$ cat config.mk
export PLATFORM = sky130hd
export DESIGN_NAME = synth_voice_bank
export DESIGN_NICKNAME = d
export VERILOG_FILES = /design/src/rtl/synth_pkg.sv /design/src/rtl/synth_wave_gen.sv /design/src/rtl/synth_voice_bank.sv
export SDC_FILE = /design/constraint.sdc
export NUM_CORES = 1
export LEC_CHECK = 0
export ABC_AREA = 1
export BUFFER_PORTS_ARGS = -buffer_cell sky130_fd_sc_hd__buf_4
export CAP_MARGIN = 20
export CORE_UTILIZATION = 30
export CTS_BUF_LIST = sky130_fd_sc_hd__clkbuf_16
export DETAILED_ROUTE_END_ITERATION = 10
export PLACE_DENSITY = 0.41
export SLEW_MARGIN = 20
export SYNTH_ARGS = -nofsm -noshare
export SYNTH_HDL_FRONTEND = slang
export SYNTH_SLANG_ARGS = --single-unit
$ cat constraint.sdc
create_clock -name clk -period 5.6 [get_ports clk]
set_clock_uncertainty 0.1 [all_clocks]
set_input_delay 0.84 -clock clk [delete_from_list [all_inputs] [get_ports clk]]
set_output_delay 0.84 -clock clk [all_outputs]
set_load 0.005 [all_outputs]
$ cat src/rtl/synth_pkg.sv
// synth_pkg: shared types and helpers for the synth_voice_bank slice.
//   wave_t   - per-voice waveform select (matches the 2-bit cfg_wave encoding)
//   state_t  - sample-assembly FSM state
//   calc_div - system clocks per sample period (integer truncation)
package synth_pkg;

  typedef enum logic [1:0] {
    WAVE_SQUARE = 2'b00,
    WAVE_SAW    = 2'b01,
    WAVE_TRI    = 2'b10,
    WAVE_OFF    = 2'b11
  } wave_t;

  typedef enum logic [1:0] {
    ST_IDLE  = 2'd0,
    ST_ACCUM = 2'd1,
    ST_SCALE = 2'd2,
    ST_HOLD  = 2'd3
  } state_t;

  function automatic int unsigned calc_div(input int unsigned clk_hz,
                                           input int unsigned sample_hz);
    return clk_hz / sample_hz;
  endfunction

endpackage

$ cat src/rtl/synth_wave_gen.sv
// synth_wave_gen: combinational waveform lookup shared by all voices.
//   wave - waveform select
//   p    - top SAMPLE_W bits of the voice phase (unsigned)
//   y    - signed sample in [-2^(SAMPLE_W-1), 2^(SAMPLE_W-1)-1]
module synth_wave_gen
  import synth_pkg::*;
#(
  parameter int SAMPLE_W = 24
) (
  input  wave_t                      wave,
  input  logic        [SAMPLE_W-1:0] p,
  output logic signed [SAMPLE_W-1:0] y
);

  logic [SAMPLE_W-2:0] u;
  logic [SAMPLE_W-1:0] tri_raw;

  // Folding the lower phase bits on the MSB gives a rising/falling ramp;
  // subtracting M from an unsigned value is just an MSB flip.
  always_comb begin
    u       = p[SAMPLE_W-1] ? ~p[SAMPLE_W-2:0] : p[SAMPLE_W-2:0];
    tri_raw = {u, 1'b0};
    y       = '0;
    unique case (wave)
      WAVE_SQUARE: y = p[SAMPLE_W-1] ? {1'b1, {(SAMPLE_W-1){1'b0}}}
                                     : {1'b0, {(SAMPLE_W-1){1'b1}}};
      WAVE_SAW:    y = {~p[SAMPLE_W-1], p[SAMPLE_W-2:0]};
      WAVE_TRI:    y = {~tri_raw[SAMPLE_W-1], tri_raw[SAMPLE_W-2:0]};
      WAVE_OFF:    y = '0;
      default:     y = '0;
    endcase
  end

endmodule

$ cat src/rtl/synth_voice_bank.sv
// synth_voice_bank: NUM_VOICES phase-accumulator oscillators sharing one
// waveform/accumulate datapath, mixed into one signed sample per sample
// period and delivered over a valid/ready handshake.
// Build option: SYNTH_MIX_SAT_EN defined -> full-level sum saturated to the
// sample range; undefined -> sum averaged (>>> log2(NUM_VOICES)).
// Ports:
//   clk, reset_n          system clock, async active-low reset
//   cfg_we/cfg_voice      voice config write strobe and voice index
//   cfg_inc/cfg_wave/cfg_en  phase increment, waveform, enable (en=0 clears phase)
//   sample/sample_valid/sample_ready  mixed output handshake
//   overrun/overrun_clr   sticky dropped-tick flag and its clear
module synth_voice_bank
  import synth_pkg::*;
#(
  parameter  int NUM_VOICES = 4,
  parameter  int SAMPLE_W   = 24,
  parameter  int PHASE_W    = 24,
  parameter  int CLK_HZ     = 50_000_000,
  parameter  int SAMPLE_HZ  = 44_100,
  localparam int VW         = (NUM_VOICES > 1) ? $clog2(NUM_VOICES) : 1
) (
  input  logic                       clk,
  input  logic                       reset_n,
  input  logic                       cfg_we,
  input  logic        [VW-1:0]       cfg_voice,
  input  logic        [PHASE_W-1:0]  cfg_inc,
  input  logic        [1:0]          cfg_wave,
  input  logic                       cfg_en,
  output logic signed [SAMPLE_W-1:0] sample,
  output logic                       sample_valid,
  input  logic                       sample_ready,
  output logic                       overrun,
  input  logic                       overrun_clr
);

  localparam int DIV  = int'(calc_div(CLK_HZ, SAMPLE_HZ));
  localparam int CW   = (DIV > 1) ? $clog2(DIV) : 1;
  localparam int LOGN = $clog2(NUM_VOICES);
  localparam int AW   = SAMPLE_W + LOGN;

  logic [PHASE_W-1:0]      phase [NUM_VOICES];
  logic [PHASE_W-1:0]      inc   [NUM_VOICES];
  wave_t                   wave_r[NUM_VOICES];
  logic [NUM_VOICES-1:0]   en;

  logic [CW-1:0]           tick_cnt;
  logic                    tick;
  state_t                  state;
  logic [VW-1:0]           v;
  logic signed [AW-1:0]    acc;
  logic signed [SAMPLE_W-1:0] wave_y;
  logic signed [SAMPLE_W-1:0] mix;

  assign tick = (tick_cnt == CW'(DIV - 1));

  synth_wave_gen #(
    .SAMPLE_W(SAMPLE_W)
  ) u_wave_gen (
    .wave(wave_r[v]),
    .p   (phase[v][PHASE_W-1 -: SAMPLE_W]),
    .y   (wave_y)
  );

`ifdef SYNTH_MIX_SAT_EN
  localparam logic signed [AW-1:0] SAT_HI = AW'({1'b0, {(SAMPLE_W-1){1'b1}}});
  localparam logic signed [AW-1:0] SAT_LO = ~SAT_HI;

  always_comb begin
    mix = SAMPLE_W'(acc);
    if (acc > SAT_HI)
      mix = {1'b0, {(SAMPLE_W-1){1'b1}}};
    else if (acc < SAT_LO)
      mix = {1'b1, {(SAMPLE_W-1){1'b0}}};
  end
`else
  always_comb begin
    mix = SAMPLE_W'(acc >>> LOGN);
  end
`endif

  // Voice registers. A disabling write wins over the voice's own phase
  // advance when both land on the same cycle.
  always_ff @(posedge clk or negedge reset_n) begin
    if (!reset_n) begin
      for (int unsigned i = 0; i < NUM_VOICES; i++) begin
        phase[i]  <= '0;
        inc[i]    <= '0;
        wave_r[i] <= WAVE_SQUARE;
        en[i]     <= 1'b0;
      end
    end else begin
      for (int unsigned i = 0; i < NUM_VOICES; i++) begin
        if (cfg_we && (cfg_voice == VW'(i))) begin
          inc[i]    <= cfg_inc;
          wave_r[i] <= wave_t'(cfg_wave);
          en[i]     <= cfg_en;
        end
        if (cfg_we && (cfg_voice == VW'(i)) && !cfg_en)
          phase[i] <= '0;
        else if ((state == ST_ACCUM) && (v == VW'(i)) && en[i])
          phase[i] <= phase[i] + inc[i];
      end
    end
  end

  always_ff @(posedge clk or negedge reset_n) begin
    if (!reset_n) begin
      tick_cnt     <= '0;
      state        <= ST_IDLE;
      v            <= '0;
      acc          <= '0;
      sample       <= '0;
      sample_valid <= 1'b0;
      overrun      <= 1'b0;
    end else begin
      tick_cnt <= tick ? '0 : tick_cnt + CW'(1);

      if (overrun_clr)
        overrun <= 1'b0;
      else if (tick && sample_valid)
        overrun <= 1'b1;

      case (state)
        ST_IDLE: begin
          if (tick && !sample_valid) begin
            state <= ST_ACCUM;
            acc   <= '0;
            v     <= '0;
          end
        end
        ST_ACCUM: begin
          if (en[v])
            acc <= acc + AW'(wave_y);
          if (v == VW'(NUM_VOICES - 1))
            state <= ST_SCALE;
          else
            v <= v + VW'(1);
        end
        ST_SCALE: begin
          sample       <= mix;
          sample_valid <= 1'b1;
          state        <= ST_HOLD;
        end
        ST_HOLD: begin
          if (sample_valid && sample_ready) begin
            sample_valid <= 1'b0;
            state        <= ST_IDLE;
          end
        end
        default: state <= ST_IDLE;
      endcase
    end
  end

endmodule

# --- Word-level counts from Yosys, hierarchy flattened ---
# Cells that the tools add are included.
totals:
  regBits: 271
  latch_bits: 0
  ramBits: 0
  rom_bits: 0
  inputBits: 34
  out_inout_bits: 26
  wordCells: 124
  mem_count: 0
classes:
  n_addsub: 7
  mul: 0
  n_div: 0
  magnitude_cmp: 2
  eq_ne: 18
  shifts: 0
  mux: 34
  n_bitwise: 4
  n_reduce_logical: 36
ops:
  columns: ["operator", "n"]
  rows:
  - ["$mux 24", 11]
  - ["$add 24x24->24", 4]
  - ["$pmux 24 s4", 1]
  - ["$mux 26", 2]
  - ["$pmux 26 s2", 1]
  - ["$bmux 24 s2", 1]
  - ["$add 26x24->26", 1]
  - ["$mux 23", 1]
  - ["$not 23->23", 1]
  - ["$logic_and 1x1->1", 19]
  - ["$eq 2x2->1 const B", 8]
  - ["$mux 2", 7]
  - ["$reduce_bool 2->1", 7]
  - ["$add 11x1->11 const B", 1]
  - ["$eq 11x11->1 const B", 1]
  - ["$mux 11", 1]
  - ["$reduce_and 3->1", 3]
  - ["$eq 2x1->1 const B", 4]
  - ["$logic_not 2->1", 4]
  - ["$pmux 2 s4", 1]
  - ["$ne 2x2->1 const B", 3]
  - ["$bmux 2 s2", 1]
  - ["$mux 1", 4]
  - ["$ne 2x1->1 const B", 2]
  - ["other kinds (10)", 12]

# --- Depth between registers and ports, before layout ---
# Gate-level depths: netlist of the first run.
logic_depth:
  ltp_word: 11
  depth_mapped: 25
  mapped_depth_nobuf: 23

# --- By module ---
# A second synthesis of the first run with hierarchy kept.
hier_totals:
  cells_unflattened: 2956
  area_unflattened_um2: 19623.8
by_module_without_submodules:
  columns: ["mod", "instances", "cells_each", "area_per_inst_um2", "seq_area_each_um2"]
  rows:
  - ["synth_voice_bank", 1, 2798, 18906.9, 6781.5]
  - ["synth_wave_gen", 1, 158, 716.9, 0.0]

# --- Worst setup path after synthesis of the first run ---
# No wires, ideal clock.
synth_path:
  path_kind: "register to register"
  startpoint: "register v[0]"
  endpoint: "register acc[16]"
  setup_time_ns: 0.126
  arrival_time_ns: 2.812
  required_ns: 5.374
  path_slack_ns: 2.561
  stages_incl_launch_ff: 19
  n_path_buf: 2
  synth_period_minus_slack_ns: 3.039
  cell_sequence: "dfrtp_1 -> inv_2 -> buf_6 -> nand2_2 -> nand3_1 -> nand2_2 -> nand2_4 -> clkbuf_1 -> o22ai_1 -> ha_1 -> fa_1 -> nand3_1 -> nand2_1 -> nand2_1 -> o211ai_1 -> a21oi_1 -> nand2_1 -> nand2_1 -> o21ai_0"
synth_between:
  elab_chain_cells: 10
  elab_cells_between_ends: 22
  cone_classes: "add/sub (1); eq/ne (4); mux (13); bitwise (2); reduce/logical (2)"
synth_lines:
  columns: ["item", "line", "rtl"]
  rows:
  - ["start, declared", "synth_voice_bank.sv:49", "logic [VW-1:0] v;"]
  - ["start signal, assigned", "synth_voice_bank.sv:137", "v <= v + VW'(1);"]
  - ["$not 2->3 (not written as such)", "synth_voice_bank.sv:59, synth_voice_bank.sv:60", null]
  - ["$bmux 24 s2", "synth_voice_bank.sv:60", ".p (phase[v][PHASE_W-1 -: SAMPLE_W]),"]
  - ["$mux 24 (not written as such) (2 in a row)", "synth_voice_bank.sv:60", null]
  - ["$not 23->23", "synth_wave_gen.sv:21", "u = p[SAMPLE_W-1] ? ~p[SAMPLE_W-2:0] : p[SAMPLE_W-2:0];"]
  - ["$mux 23", "synth_wave_gen.sv:21", null]
  - ["$pmux 24 s4", "synth_wave_gen.sv:24", "unique case (wave)"]
  - ["$add 26x24->26", "synth_voice_bank.sv:133", "acc <= acc + AW'(wave_y);"]
  - ["$mux 26", "synth_voice_bank.sv:132", "if (en[v])"]
  - ["$pmux 26 s2", "synth_voice_bank.sv:123", "case (state)"]
  - ["end signal, assigned", "synth_voice_bank.sv:133", null]
  - ["end, declared", "synth_voice_bank.sv:50", "logic signed [AW-1:0] acc;"]
# Parallel ways exist; a longest one is shown, timed or not. The select of a mux whose other input is x is not followed.
# A chain may end at the register's enable or synchronous reset.

# --- Worst setup path in the final report of the first run ---
layout_path:
  startpoint: "register v[0]"
  endpoint: "register acc[13]"
# The elaborated chain is that of the path after synthesis.

==> impl_metrics.csv, run 1 <==
group,metric,value,unit
outcome,outcome,"finished clean",
finish,postLayoutCellArea,0.0212,mm2
grt,grt_max_degree,112,
cts,cts_hold_buffers,0,
route,drtIter0Drc,1198,
sta,fin_crit,4810,ps
route,antenna_left,0,
finish,final_cell_mix,"nand2_1 (846), o21ai_0 (307), dfrtp_1 (270)",
grt,antenna_found_initial,1,
sta,setup-tns-final,0,ps
worst_setup_path,crit_path_max_fanout,28,
synth,ys_seq_area_share,36.1,%
min_path,hold_class,"in -> async",
worst_setup_path,cp.arrival,5130,ps
cts,clkLatencyLatePin,570,ps
worst_setup_path,crit_family,"simple AND/OR/NAND/NOR gates",
cts,cts_sinks,271,
floorplan,die_h,252,um
power,p_per_area,565,mW/mm2
grt,grt_pass1_vias,17200,
route,top_layer_used,"met5",
sta,rsz0062_at_grt,"no",
floorplan,num_io_pins,60,
place,pre_cts_slack,780,ps
synth,ys_ff_latch,271,
cts,tritoncts,"yes",
worst_setup_path,crit_buf_inv,3,
worst_setup_path,start_kind,"register",
synth,syn_area,0.0188,mm2
grt,grt.overflow.total,0,
worst_setup_path,critPathLaunch,"v[0]",
cts,post_cts_buffers,0,
finish,drive_above_1_share,6.87,%
synth,synth-main-ff-cell,"dfrtp_1",
finish,layout_commonest_cell,"nand2_1",
route,wl_met1,35.0,mm
route,via_count,17900,
route,wl_met2,30.8,mm
sta,max_slew_margin,41.7,%
cts,htree_levels,2,
sta,finalCritPeriodShare,85.9,%
floorplan,start_util,30.4,%
worst_setup_path,critPathRequiredTime,5920,ps
synth,yosys.cell_types.count,46,
place,placed_area,0.0201,mm2
sta,max_freq,0.208,GHz
worst_setup_path,end_kind,"register",
place,place_inst,3510,
synth,yosysWarnings,0,
cts,cts_buffer_depth,3,
synth,syn_nets,2836,
finish,instances_no_fill,3576,
floorplan,coreArea,0.0618,mm2
worst_setup_path,cpMaxStageDelayCell,"dfrtp_2",
finish,final_nets,2886,
floorplan,dieArea,0.0636,mm2
sta,final_max_slew_viol_count,0,
route,wirelength,72.0,mm
worst_setup_path,cp.depth,17,
run,cap_violations,0,
worst_setup_path,rr_worst_depth,17,
route,avgViaCountPerCell,5.00,
worst_setup_path,slowest_delay,680,ps
sta,worst_pin_slew,874,ps
place,portBuffers,59,
route,post_drt_wl_per_cell,20.1,um
place,place_hpwl,56.3,mm
route,dr.pass1.iters,5,
worst_setup_path,path_cells,"inv_2 -> buf_4 -> nand2_1 -> nand3_1 -> nand2_2 -> nand2_4 -> nor2_1 -> a21oi_1 -> ha_1 -> nand2_1 -> inv_1 -> a21oi_1 -> nand3_1 -> a21oi_1 -> nand2_1 -> nand2_1 -> o22ai_1",
power,irDropWorstVdd,0.194,mV
worst_setup_path,cp_common_cell,"nand2_1",
finish,areaGrowthSynthToFinish,12.8,%
cts,cts-root-buf,"clkbuf_16",
synth,synth_edf_count,0,
worst_setup_path,r2r_start,"v[0]",
synth,synth.avg_cell_area,7.06,um2
sta,hold_viol_final,0,
place,globalplace.congestion,0.923,
cts,cts_buffers,38,
sta,setup_viol,0,
grt,grt_pass1_wl,109,mm
floorplan,row_count,91,
route,drc,0,
route,wl_met3,3.19,mm
synth,netlist_instances,2663,
synth,async_flop_share,100,%
worst_setup_path,path_class,"reg -> reg",
sta,layout_setup_ws,789,ps
power,p_leak,10.6,nW
floorplan,dieWidth,252,um
cts,clk_pin_slew_worst_paths,60,ps
cts,cts_resized,0,
grt,groute.usage.overall,22.8,%
-- metrics by stage --
stage          power (mW)  hold WS [ps]  utilization (%)
4_1_cts              12.1           199             34.3
2_1_floorplan        7.59           332                -
5_1_grt              13.0           220             34.3
3_5_place_dp         9.77           352             32.5
6_report             12.0           164             34.3
3_3_place_gp         9.78           353             32.5
-- layer usage --
metal	up-vias	track usage, %
li1	8954	-
met1	8433	32.3
met2	403	34.6
met3	102	2.92
met4	2	9.49
met5	-	0
-- where the power goes --
part           internal (mW)  switching (mW)
combinational           2.19            4.37
clock                   1.23           0.971
sequential              2.53           0.675
total                   5.95            6.02
-- synthesized netlist by cell type (4+ instances only) --
| cell | count | area [um2] |
|---|---|---|
| nand2_1 | 846 | 3180 |
| o21ai_0 | 307 | 1540 |
| dfrtp_1 | 271 | 6780 |
| inv_1 | 233 | 875 |
| a21oi_1 | 220 | 1100 |
| nor2_1 | 198 | 743 |
| nand3_1 | 139 | 696 |
| ha_1 | 134 | 1680 |
| nor3_1 | 37 | 185 |
| clkbuf_1 | 34 | 128 |
| nand4_1 | 30 | 188 |
| buf_2 | 24 | 120 |
| mux2_2 | 20 | 225 |
| xnor2_1 | 15 | 131 |
| xor2_1 | 13 | 114 |
| o21bai_1 | 12 | 90.1 |
| nand2_2 | 10 | 62.6 |
| a21o_1 | 9 | 67.6 |
| a22o_1 | 9 | 78.8 |
| a31oi_1 | 8 | 50.1 |
| inv_2 | 8 | 30.0 |
| o21ai_1 | 8 | 40.0 |
| nand3b_1 | 7 | 52.6 |
| a22oi_1 | 6 | 45.0 |
| a32o_1 | 6 | 60.1 |
| buf_6 | 6 | 67.6 |
| o22ai_1 | 6 | 37.5 |
| or2_2 | 6 | 37.5 |
| fa_1 | 5 | 100 |
| nor4_1 | 5 | 31.3 |
| nand3_2 | 4 | 40.0 |
| nor3b_1 | 4 | 30.0 |
-- worst paths after layout --
path                               endpoint  slack (ps)
worst max-delay path                acc[13]         790
worst max register to register      acc[13]         790
worst min register to register  tick_cnt[0]         370
max in group asynchronous        sample[19]        4130
worst min-delay path              phase[22]         160
min in group clk                    overrun         330
-- cell type report --
| cell class | instances | area (um2) |
|---|---|---|
| multi-input cells | 2082 | 10800 |
| repair buffers | 75 | 583 |
| flip-flops and latches | 271 | 6780 |
| well taps | 837 | 1050 |
| fillers | 6648 | 40600 |
| inverters | 245 | 922 |
| diodes | 1 | 2.50 |
| clock inverters | 27 | 139 |
| clock buffers | 38 | 951 |
-- cell families (layout without fill, tap and decap cells) --
kind of cell	after synthesis	after routing	share of synthesized area, %
xor gates and xnor gates	28	28	1.30
adders and majority gates	139	139	9.45
buffers and inverters	310	385	6.60
DFF	271	271	36.1
muxes	20	20	1.20
other	0	1	0
AOI/OAI and AO/OA	603	603	17.1
and+or+nand+nor	1292	1292	28.3
-- registers in the layout, indices dropped and copies added (netlist names) --
| name | flops |
|---|---|
| wave_r | 8 |
| en | 4 |
| tick_cnt | 11 |
| phase | 96 |
| sample_valid | 1 |
| state | 2 |
| acc | 26 |
| overrun | 1 |
| inc | 96 |
| v | 2 |
| sample | 24 |
Power figures use the tool's default switching activity.
==> inputs of run 2 (changes only) <==
CORE_ASPECT_RATIO = 1.5   (was not set)
==> run 2 against run 1 <==
- the run now ends with design-rule violations left
- clock power increased by 5%
- register-to-register slack gained 20 ps
- wire length is 5.3% higher
- via count up 0.28%
- hold slack improved by 9.6 ps
- flip-flop and latch count unchanged
- non-clock buffer count rose by 1
- maximum frequency is 0.41% higher
- largest cell class unchanged
- global-route usage increased by 1.4 points
- die area about the same
- cell count shrank 1.3%
==> impl_metrics.csv, run 2 (synthesis gave the netlist of run 1 again) <==
group,metric,value,unit
cts,cts-root-buf,"clkbuf_16",
grt,grt.overflow.total,0,
cts,clk_pin_slew_worst_paths,60,ps
power,p_per_area,577,mW/mm2
sta,max_slew_margin,35.2,%
sta,layout_setup_ws,809,ps
route,antenna_left,0,
sta,rsz0062_at_grt,"no",
sta,max_freq,0.209,GHz
finish,final_nets,2883,
route,drc,9,
cts,cts_resized,0,
floorplan,coreArea,0.0621,mm2
place,place_inst,3472,
sta,worst_pin_slew,962,ps
worst_setup_path,rr_endpoint,"acc[20]",
grt,groute.usage.overall,24.2,%
cts,tritoncts,"yes",
worst_setup_path,end_kind,"register",
place,globalplace.congestion,0.958,
route,dr.pass1.iters,9,
place,pre_cts_slack,856,ps
finish,antenna_cells,0,
grt,antenna_found_initial,2,
cts,cts_hold_buffers,0,
finish,final-seq-area,0.00678,mm2
floorplan,num_io_pins,60,
floorplan,dieWidth,206,um
finish,layout_commonest_cell,"nand2_1",
place,portBuffers,59,
worst_setup_path,rrSetupSlack,810,ps
grt,use_met2,46.6,%
grt,grt_pass1_wl,113,mm
worst_setup_path,critPathRequiredTime,5910,ps
outcome,outcome,"complete, but fails checks",
grt,grt_pass1_vias,17900,
worst_setup_path,crit_path_max_fanout,30,
sta,setup_viol,0,
min_path,hold_class,"in -> async",
grt,use_met1,25.8,%
sta,setup-tns-final,0,ps
sta,final_max_slew_viol_count,0,
run,cap_violations,0,
finish,multiInputGateArea,0.0108,mm2
cts,post_cts_buffers,0,
cts,cts_sinks,271,
finish,fill_cells,6752,
finish,drive_above_1_share,6.70,%
cts,clkLatencyLatePin,570,ps
place,place_hpwl,60.2,mm
cts,cts_buffer_depth,3,
finish,areaGrowthSynthToFinish,12.8,%
route,drtIter0Drc,1096,
floorplan,die_h,309,um
outcome,violations,"design-rule violations",
sta,fin_crit,4790,ps
grt,top_usage_layer,"met2",
worst_setup_path,cp.arrival,5110,ps
worst_setup_path,r2r_start,"v[0]",
worst_setup_path,rr_worst_depth,19,
worst_setup_path,start_kind,"register",
worst_setup_path,path_class,"reg -> reg",
floorplan,dieArea,0.0637,mm2
route,post_drt_wl_per_cell,21.5,um
finish,final_cell_mix,"nand2_1 (846), o21ai_0 (307), dfrtp_1 (270)",
floorplan,row_count,112,
sta,hold_viol_final,0,
finish,reg_top3,"inc: 96 flops, phase: 96 flops, acc: 26 flops",
route,via_count,17900,
cts,cts_buffers,34,
cts,htree_levels,2,
finish,instances_no_fill,3529,
grt,grt_use_met3,2.43,%
sta,finalCritPeriodShare,85.6,%
grt,grt_max_degree,96,
power,p_leak,10.6,nW
route,wirelength,75.8,mm
power,irDropWorstVdd,0.245,mV
route,avgViaCountPerCell,5.08,
floorplan,start_util,30.3,%
## run 2: cell types whose count changed in the layout (fill, tap and decap cells not counted), sizes merged
cell    before  now
clkinv      20   13
bufinv       0    6
clkbuf      38   34
inv        249  246
buf         75   76
diode        1    0
## run 2: worst max-delay path, stage by stage, from the launching register on
cell,delay [ps]
dfrtp_2,660
inv_2,280
buf_4,310
nand2_2,100
nand3_1,80
nand2_2,260
nand2_4,210
nor2_1,460
buf_4,300
a21oi_1,80
ha_1,380
nand2_1,140
nor2_1,160
inv_1,70
nor3_1,380
nand4_1,270
nand3_1,190
nand2_1,70
nand2_1,50
o21ai_0,70
## run 2: area by class of cell
cell class                      count  share of cell area (%)
Clock buffer                       34                    4.02
Multi-Input combinational cell   2082                    50.8
Tap cell                          798                    4.71
Sequential cell                   271                    32.0
Clock inverter                     23                    1.30
Timing Repair Buffer               76                    2.79
Inverter                          245                    4.35
## run 2: worst max-delay path by stage
stage | startpoint | endpoint | depth (start not counted)
floorplan | v[0] | acc[16] | 18
global placement | v[0] | acc[20] | 19
detailed placement | v[0] | acc[20] | 19
CTS | v[0] | acc[20] | 19
global route | v[0] | acc[20] | 19
finish | v[0] | acc[20] | 19
## run 2: per-stage QoR
stage / hold slack (ps) / util (%) / cell area, um2 / total power, mW
floorplan: 332 / - / 18800 / 7.59
global placement: 364 / 32.3 / 20100 / 9.97
detailed placement: 367 / 32.3 / 20100 / 9.96
CTS: 224 / 34.1 / 21200 / 12.4
global route: 230 / 34.1 / 21200 / 13.3
finish: 174 / 34.1 / 21200 / 12.2
## run 2: layer usage
layer  wire length [um]  vias to the layer above
met5                 31                        -
met2              41200                      294
met1              28800                     8588
met3               1920                      120
li1                   -                     8938
met4               3850                        4
## run 2: where the power goes
part           internal (mW)  switching (mW)  leakage, nW  total (mW)
Clock                   1.38           0.943        0.554        2.32
Sequential              2.53           0.688         3.52        3.22
Combinational           2.19            4.48         6.57        6.67
Total                   6.11            6.11         10.6        12.2
